===== config.mk =====
export PLATFORM = sky130hd
export DESIGN_NAME = updown_ctrl_flat
export DESIGN_NICKNAME = d
export VERILOG_FILES = /design/src/rtl/updown_pkg.sv /design/src/rtl/updown_ctrl_if.sv /design/src/rtl/btn_debounce.sv /design/src/rtl/updown_ctrl.sv /design/src/flat_wrapper.sv
export SDC_FILE = /design/constraint.sdc
export NUM_CORES = 1
export LEC_CHECK = 0
export CORE_MARGIN = 1.5
export CORE_UTILIZATION = 48
export DETAILED_ROUTE_END_ITERATION = 8
export PLACE_DENSITY = 0.76
export SLEW_MARGIN = 10
export SYNTH_ARGS = -nofsm -noshare
export SYNTH_HDL_FRONTEND = slang
export SYNTH_SLANG_ARGS = --single-unit

===== constraint.sdc =====
create_clock -name clk -period 2 [get_ports clk]
set_clock_uncertainty 0.1 [all_clocks]
set_input_delay 0.5 -clock clk [delete_from_list [all_inputs] [get_ports clk]]
set_output_delay 0.5 -clock clk [all_outputs]
set_load 0.03 [all_outputs]

===== src/rtl/updown_pkg.sv =====
// Shared types and default constants for the pushbutton front end.
package updown_pkg;

  typedef enum logic [1:0] {
    IDLE   = 2'd0,
    DELAY  = 2'd1,
    REPEAT = 2'd2,
    LOCK   = 2'd3
  } state_t;

  localparam int DEF_DEBOUNCE_CYCLES = 4;
  localparam int DEF_REPEAT_DELAY    = 16;
  localparam int DEF_REPEAT_PERIOD   = 4;

  // Button lanes: index into the per-button level/rise vectors.
  localparam int NUM_BTN = 2;
  localparam int BTN_UP  = 0;
  localparam int BTN_DN  = 1;

endpackage


===== src/rtl/updown_ctrl_if.sv =====
// Raw buttons in, counter controls out.
interface updown_ctrl_if;
  logic btn_up;
  logic btn_dn;
  logic u;
  logic enable;
  logic held;

  modport master (output btn_up, output btn_dn, input u, input enable, input held);
  modport slave  (input btn_up, input btn_dn, output u, output enable, output held);
endinterface


===== src/rtl/btn_debounce.sv =====
// Two-flop synchroniser plus stable-sample counter for one raw button.
// level flips once the synchronised input has disagreed with it for
// DEBOUNCE_CYCLES+1 consecutive samples; rise pulses on the same edge
// as a 0->1 flip.
module btn_debounce #(
  parameter int DEBOUNCE_CYCLES = 4
) (
  input  logic clk,
  input  logic clr,
  input  logic btn,
  output logic level,
  output logic rise
);

  localparam int CW = $clog2(DEBOUNCE_CYCLES + 1);

  logic          s1, s2;
  logic [CW-1:0] cnt;

  // Synchronise, then count disagreeing samples until the level flips.
  always_ff @(posedge clk or posedge clr) begin
    if (clr) begin
      s1    <= 1'b0;
      s2    <= 1'b0;
      cnt   <= '0;
      level <= 1'b0;
      rise  <= 1'b0;
    end else begin
      s1   <= btn;
      s2   <= s1;
      rise <= 1'b0;
      if (s2 == level) begin
        cnt <= '0;
      end else if (cnt == CW'(DEBOUNCE_CYCLES)) begin
        level <= ~level;
        rise  <= ~level;
        cnt   <= '0;
      end else begin
        cnt <= cnt + CW'(1);
      end
    end
  end

endmodule


===== src/rtl/updown_ctrl.sv =====
// Pushbutton front end for the 4-bit up/down counter: debounces the two
// buttons and turns presses into single-cycle count strobes with
// auto-repeat while a single button stays held.
module updown_ctrl
  import updown_pkg::*;
#(
  parameter int DEBOUNCE_CYCLES = DEF_DEBOUNCE_CYCLES,
  parameter int REPEAT_DELAY    = DEF_REPEAT_DELAY,
  parameter int REPEAT_PERIOD   = DEF_REPEAT_PERIOD,
  parameter int TW              = 8
) (
  input logic         clk,
  input logic         clr,
  updown_ctrl_if.slave bus
);

  logic [NUM_BTN-1:0] btn_raw, lvl, rise;

  assign btn_raw[BTN_UP] = bus.btn_up;
  assign btn_raw[BTN_DN] = bus.btn_dn;

  for (genvar i = 0; i < NUM_BTN; i++) begin : g_btn
    btn_debounce #(.DEBOUNCE_CYCLES(DEBOUNCE_CYCLES)) u_db (
      .clk   (clk),
      .clr   (clr),
      .btn   (btn_raw[i]),
      .level (lvl[i]),
      .rise  (rise[i])
    );
  end

  state_t        state, state_n;
  logic [TW-1:0] timer, timer_n;
  logic          u_q, u_n;
  logic          en_q, en_n;

  // u only changes alongside a strobe, so it also names the active button
  // while in DELAY/REPEAT.
  logic act_lvl, oth_lvl;
  assign act_lvl = u_q ? lvl[BTN_UP] : lvl[BTN_DN];
  assign oth_lvl = u_q ? lvl[BTN_DN] : lvl[BTN_UP];

  // State, timer and output registers.
  always_ff @(posedge clk or posedge clr) begin
    if (clr) begin
      state <= IDLE;
      timer <= '0;
      u_q   <= 1'b0;
      en_q  <= 1'b0;
    end else begin
      state <= state_n;
      timer <= timer_n;
      u_q   <= u_n;
      en_q  <= en_n;
    end
  end

  // Next state: release / second button take priority over timer expiry.
  always_comb begin
    state_n = state;
    timer_n = timer;
    u_n     = u_q;
    en_n    = 1'b0;
    case (state)
      IDLE: begin
        if (lvl[BTN_UP] && lvl[BTN_DN]) begin
          state_n = LOCK;
        end else if (rise[BTN_UP]) begin
          en_n    = 1'b1;
          u_n     = 1'b1;
          timer_n = TW'(REPEAT_DELAY);
          state_n = DELAY;
        end else if (rise[BTN_DN]) begin
          en_n    = 1'b1;
          u_n     = 1'b0;
          timer_n = TW'(REPEAT_DELAY);
          state_n = DELAY;
        end
      end
      DELAY, REPEAT: begin
        if (!act_lvl) begin
          state_n = IDLE;
        end else if (oth_lvl) begin
          state_n = LOCK;
        end else if (timer == TW'(1)) begin
          en_n    = 1'b1;
          timer_n = TW'(REPEAT_PERIOD);
          state_n = REPEAT;
        end else begin
          timer_n = timer - TW'(1);
        end
      end
      LOCK: begin
        if (!lvl[BTN_UP] && !lvl[BTN_DN]) state_n = IDLE;
      end
      default: state_n = IDLE;
    endcase
  end

  assign bus.u      = u_q;
  assign bus.enable = en_q;
  assign bus.held   = (state == DELAY) || (state == REPEAT);

endmodule


===== src/flat_wrapper.sv =====
// flat-port wrapper written by rule: the top's interface ports become plain ports
module updown_ctrl_flat import updown_pkg::*;
#(
  parameter int DEBOUNCE_CYCLES = DEF_DEBOUNCE_CYCLES,
  parameter int REPEAT_DELAY    = DEF_REPEAT_DELAY,
  parameter int REPEAT_PERIOD   = DEF_REPEAT_PERIOD,
  parameter int TW              = 8
)
  (clk, clr, bus_btn_up, bus_btn_dn, bus_u, bus_enable, bus_held);
  updown_ctrl_if bus_i ();
  input logic clk;
  input logic clr;
  input wire logic [$bits(bus_i.btn_up)-1:0] bus_btn_up;
  input wire logic [$bits(bus_i.btn_dn)-1:0] bus_btn_dn;
  output wire logic [$bits(bus_i.u)-1:0] bus_u;
  output wire logic [$bits(bus_i.enable)-1:0] bus_enable;
  output wire logic [$bits(bus_i.held)-1:0] bus_held;
  assign bus_i.btn_up = bus_btn_up;
  assign bus_i.btn_dn = bus_btn_dn;
  assign bus_u = bus_i.u;
  assign bus_enable = bus_i.enable;
  assign bus_held = bus_i.held;
  updown_ctrl #(.DEBOUNCE_CYCLES(DEBOUNCE_CYCLES), .REPEAT_DELAY(REPEAT_DELAY), .REPEAT_PERIOD(REPEAT_PERIOD), .TW(TW)) u_core (.clk(clk), .clr(clr), .bus(bus_i));
endmodule

Yosys cells after proc, flatten, opt, wreduce, memory -nomap -nowiden
Cells that the tools add are included.
{"block": "totals", "ff_bits": 26}
{"block": "op_classes", "add_sub_neg": 3, "eq_ne": 15, "n_mux": 34, "bitwise_logic": 5, "n_reduce_logical": 14}
{"operator": "2-to-1 mux 8 bit", "n": 6}
{"operator": "one-hot mux 8 bit (2 select lines)", "n": 1}
{"operator": "2-to-1 mux 1 bit", "n": 14}
{"operator": "2-to-1 mux 2 bit", "n": 7}
{"operator": "2-to-1 mux 3 bit", "n": 4}
{"operator": "equality test 8 x 1 -> 1 bit (second input constant)", "n": 1}
{"operator": "subtractor 8 x 1 -> 8 bit (second input constant)", "n": 1}
{"operator": "adder 3 x 1 -> 3 bit (second input constant)", "n": 2}
{"operator": "equality test 3 bit (second input constant)", "n": 2}
{"operator": "one-hot mux 2 bit (3 select lines)", "n": 1}
{"operator": "AND reduction 3 bit", "n": 2}
{"operator": "NOT 1 bit", "n": 5}
{"operator": "AND reduction 5 bit", "n": 1}
{"operator": "equality test 2 bit (second input constant)", "n": 2}
{"operator": "!= test 2 x 1 -> 1 bit (second input constant)", "n": 2}
{"operator": "!= test 2 bit (second input constant)", "n": 2}
{"operator": "!= test 4 x 3 -> 1 bit (second input constant)", "n": 1}
{"operator": "!= test 4 bit (second input constant)", "n": 1}
{"operator": "AND reduction 2 bit", "n": 2}
{"operator": "nonzero test 2 bit", "n": 2}
{"operator": "!= test 3 bit (second input constant)", "n": 1}
{"operator": "equality test 1 bit", "n": 2}
{"operator": "equality test 2 x 1 -> 1 bit (second input constant)", "n": 1}
{"operator": "logical AND 1 bit", "n": 2}
{"operator": "other kinds (5)", "n": 6}

Logic depth before layout (Yosys ltp)
{"block": "logic_depth", "ltp_word": 5, "depth_mapped": 6, "depth_no_buf": 6}

Cells and area by module
Synthesis repeated with hierarchy kept, for this count alone.
{"block": "hier_totals", "cells_unflattened": 128, "area_unflattened_um2": 1398.8}
{"module": "updown_ctrl", "n_inst": 1, "cells_per_inst": 86, "area_per_inst_um2": 845.8}
{"module": "btn_debounce", "n_inst": 2, "cells_per_inst": 21, "area_per_inst_um2": 276.5}

Least setup slack after synthesis
OpenSTA, ideal clock, no wires.
{"block": "synth_path", "path_type": "register -> register", "startpoint": "register u_core.state[1]", "endpoint": "register u_core.timer[4]", "setup_ns": 0.138, "arrival_ns": 1.706, "required_ns": 1.762, "slack_ns": 0.056, "path_stages_with_launch": 7, "n_path_buf": 1, "cell_sequence": "dfrtp_1 inv_1 ha_1 mux2i_1 buf_2 o41ai_1 o21ai_0"}
{"block": "synth_via", "elab_chain_len": 4, "word_cells_on_any_way": 11, "cone_classes": "eq/ne (6); mux (1); reduce/logical (4)"}
{"item": "from (decl)", "line": "updown_ctrl.sv:32", "rtl": "state_t state, state_n;"}
{"item": "from (signal assigned)", "line": "updown_ctrl.sv:51", "rtl": "state <= state_n;"}
{"item": "equality test 2 bit / equality test 2 x 1 -> 1 bit (equally long branches)", "line": "updown_ctrl.sv:64", "rtl": "case (state)"}
{"item": "OR reduction 2 bit", "line": "updown_ctrl.sv:64"}
{"item": "!= test 2 x 1 -> 1 bit (no line) (tied with other cells)"}
{"item": "AND reduction 5 bit (no line)"}
{"item": "to (signal assigned)", "line": "updown_ctrl.sv:52", "rtl": "timer <= timer_n;"}
{"item": "to (decl)", "line": "updown_ctrl.sv:33", "rtl": "logic [TW-1:0] timer, timer_n;"}
Parallel ways exist; a longest one is shown, timed or not.
A chain may end at the register's enable or synchronous reset.

Worst setup path in the final report
{"block": "layout_path", "startpoint": "register u_core.state[1]", "endpoint": "output port bus_held"}
{"block": "layout_via", "elab_chain_len": 2, "word_cells_on_any_way": 3, "cone_classes": "eq/ne (2); reduce/logical (1)"}
{"item": "equality test 2 x 1 -> 1 bit / equality test 2 bit (equally long branches)", "line": "updown_ctrl.sv:102", "rtl": "assign bus.held = (state == DELAY) || (state == REPEAT);"}
{"item": "logical OR 1 bit (*)", "line": "updown_ctrl.sv:102"}
{"item": "to (decl)", "line": "flat_wrapper.sv:17", "rtl": "output wire logic [$bits(bus_i.held)-1:0] bus_held;"}
Every way passes the cells marked *; elsewhere a longest branch is shown, timed or not.

==> results.py <==
metrics = {
    "status": {
        "status": "finished clean",
    },
    "synth": {
        "synthArstFlopShare_pct": 100,
        "synth_flop_cell": "dfrtp_1",
        "ys.warnings.count": 0,
        "yosysSeqAreaShare_pct": 46.1,
        "synth_fp_nets": 150,
        "synth_area_sq_mm": 0.00141,
        "synthDistinctLibCells": 42,
        "synth_seq_cells": 26,
        "syn_area_per_cell_sq_um": 10.4,
        "synth_edf_count": 0,
        "postSynthCellCount": 136,
    },
    "worst_setup_path": {
        "endpoint_kind": "output pin",
        "arrival_ps": 1360,
        "path_cells": "inv_2, ha_4, buf_8, buf_6",
        "cp_slowest_cell": "dfrtp_1",
        "crit_path_max_fanout": 5,
        "critPathKind": "flip-flop to output pin",
        "cp.required_ps": 1400,
        "critPathLaunch": "u_core.state[1]$_DFFE_PP0P_",
        "reg2reg_slack_ps": 100,
        "critPathLaunchType": "flip-flop",
        "max_stage_delay_ps": 430,
        "r2r-start": "u_core.timer[1]$_DFFE_PP0P_",
    },
    "clock_network": {
        "clkTransAtPathRegs_ps": 150,
        "cts_root_buf": "clkbuf_4",
        "clkLatencyLatePin_ps": 330,
        "cts_tree": "built",
        "htreeDepth": 1,
        "cts_made_buffers": 3,
        "cts_hold_buf": 0,
        "cts_buffer_depth": 2,
        "numClockSinks": 26,
    },
    "die": {
        "fp.dieH_microns": 57.2,
        "boundaryPins": 7,
        "dieArea_sq_mm": 0.00327,
        "row_count": 19,
        "start_util_pct": 50.7,
        "chipWidth_microns": 57.2,
        "core_sq_mm": 0.00278,
    },
    "place": {
        "dp.cells": 172,
        "post-place-ws_ps": 81.3,
        "globalplace.congestion": 0.919,
        "placed_area_sq_mm": 0.00151,
        "port-buffer-count": 6,
        "dp.final_hpwl_microns": 1780,
    },
    "power_and_ir_drop": {
        "cellPowerDensity_mw_per_mm2": 1550,
        "p_seq_share_pct": 33.7,
        "p_sw_share_pct": 40.4,
        "clkPwrFrac_pct": 14.6,
        "ir_drop_mv": 1.43,
        "p_switching_w": 0.00102,
        "p_int_w": 0.00151,
        "leakage_nw": 0.704,
        "power_frac_comb_pct": 51.7,
    },
    "timing": {
        "setup_viol_count_final": 0,
        "max-slew-margin-rel_pct": 69.9,
        "timing.final.crit_share_pct": 97.8,
        "rsz0062_at_grt": "no",
        "whs_ps": 270,
        "fmax_ghz": 0.511,
        "setup_ws_ps": 44.1,
        "hold_violations": 0,
        "worst_slew_pin_slew_ps": 448,
        "setup_tns_ps": 0,
        "drv_slew": 0,
        "min_period_ps": 1960,
    },
    "final_layout": {
        "final_net_count": 165,
        "layout_common_cells": "dfrtp_1, inv_1, nand2_1, ha_1",
        "syn2layout_area_growth_pct": 15.3,
        "diodes": 0,
        "final_cells": 181,
        "n_fill_cell": 241,
        "layout_commonest_cell": "dfrtp_1",
        "drive_above_1_share_pct": 18.7,
        "design_area_sq_mm": 0.00163,
    },
    "global_routing": {
        "grt_pass1_wl_microns": 4420,
        "grt_max_degree": 27,
        "grtUsageTotal_pct": 17.4,
        "grt_pass1_vias": 1026,
        "gr-total-overflow": 0,
        "antenna_found_initial": 0,
    },
    "drt": {
        "vias": 1061,
        "drc": 0,
        "drt_wl_total_microns": 2590,
        "avgViaCountPerCell": 5.86,
        "drtIter0Drc": 36,
        "avgRoutedWirePerCell_microns": 14.3,
        "ant_nets": 0,
        "firstDrtPassIters": 4,
    },
    "worst_hold_path": {
        "min_from": "u_core.g_btn[0].u_db.s1$_DFF_PP0_",
        "worstHoldPathType": "flip-flop to flip-flop",
    },
    "job": {
        "drv_cap": 0,
    },
}
critical path, delay by kind of cell (launching register included):
| family | cells | cell delay [ps] |
|---|---|---|
| buf+inv | 3 | 300 |
| fa+ha+maj | 1 | 300 |
| flops | 1 | 430 |
power by group through the flow:
stage          sequential [W]  combinational [W]  clock (W)
2_1_floorplan        0.000803           0.000904          0
3_3_place_gp         0.000843            0.00108          0
3_5_place_dp         0.000853            0.00112          0
4_1_cts              0.000842            0.00121   0.000376
5_1_grt              0.000883            0.00144   0.000394
6_report             0.000852            0.00131   0.000368
what timing repair did:
| action | 4_1_cts | 5_1_grt |
|---|---|---|
| gates resized for setup | 7 | 1 |
| setup endpoints to repair | 2 | 4 |
| pin swaps | 1 | 1 |
| setup buffers | 1 | 4 |
| endpoints found under the hold margin | 0 | 0 |
cell type report:
class,instances,area [sq um],area share [%]
Multi-Input combinational cell,92,699,43.0
Sequential cell,26,651,40.0
Timing Repair Buffer,15,135,8.31
Inverter,13,48.8,3.00
Tap cell,31,38.8,2.39
Clock inverter,1,30.0,1.85
Clock buffer,3,22.5,1.39
synth_stat cells, types with 2 or more instances:
master	count	share of area, %
nor3b_1	3	1.6
dfrtp_1	26	46
a2bb2oi_1	2	1.2
o32ai_1	2	1.2
or2_2	2	0.89
o2bb2ai_1	2	1.2
inv_1	13	3.5
a21oi_1	6	2.1
nor3_1	2	0.71
o211ai_1	2	1.1
nor2_1	8	2.1
mux2i_1	3	2.1
nor2b_1	3	1.3
o41ai_1	2	1.2
ha_1	10	8.9
mux2_2	2	1.6
o2111ai_1	2	1.2
xnor2_1	2	1.2
buf_2	3	1.1
or3_1	3	1.3
o21ai_0	8	2.8
nand2_1	9	2.4
nand3_1	2	0.71
layer usage:
metal | vias to the layer above | global-route usage [%] | part of all wire (%)
li1 | 510 | - | -
met1 | 518 | 22.6 | 43
met5 | - | 0 | 0
met3 | 7 | 2.04 | 3.5
met4 | 0 | 8.64 | 2.4
met2 | 26 | 28.9 | 51
cell families (layout without fill, tap and decap cells):
group	Yosys count	in the layout	share of synthesized area [%]
compound gates	33	33	16.8
xor+xnor	2	2	1.24
fa+ha+maj	10	10	8.87
buf+inv	18	32	5.59
flops	26	26	46.1
mux	6	6	4.79
simple gates	41	41	16.6
worst paths after layout:
check | depth (start not counted) | end
worst max-delay path | 4 | bus_held
worst min-delay path | 0 | u_core.g_btn[0].u_db.s2$_DFF_PP0_
worst max register to register | 6 | u_core.state[1]$_DFFE_PP0P_
worst min register to register | 0 | u_core.g_btn[0].u_db.s2$_DFF_PP0_
max in group asynchronous | 3 | u_core.g_btn[0].u_db.cnt[0]$_DFF_PP0_
min in group asynchronous | 3 | u_core.g_btn[0].u_db.s1$_DFF_PP0_
stage by stage:
step / util, % / power [W]
6_report: 58.4 / 0.00253
5_1_grt: 58.4 / 0.00272
4_1_cts: 57.1 / 0.00243
3_5_place_dp: 54.2 / 0.00197
3_3_place_gp: 54.2 / 0.00192
2_1_floorplan: - / 0.00171
registers in the layout, summed over array words and instances, names as in the netlist:
register and flops:
u_core.timer 8, u_core.g_btn.u_db.s2 2, u_core.g_btn.u_db.s1 2, u_core.g_btn.u_db.level 2, u_core.bus.u 1, u_core.g_btn.u_db.cnt 6
u_core.bus.enable 1, u_core.state 2, u_core.g_btn.u_db.rise 2
Power figures use the tool's default switching activity.
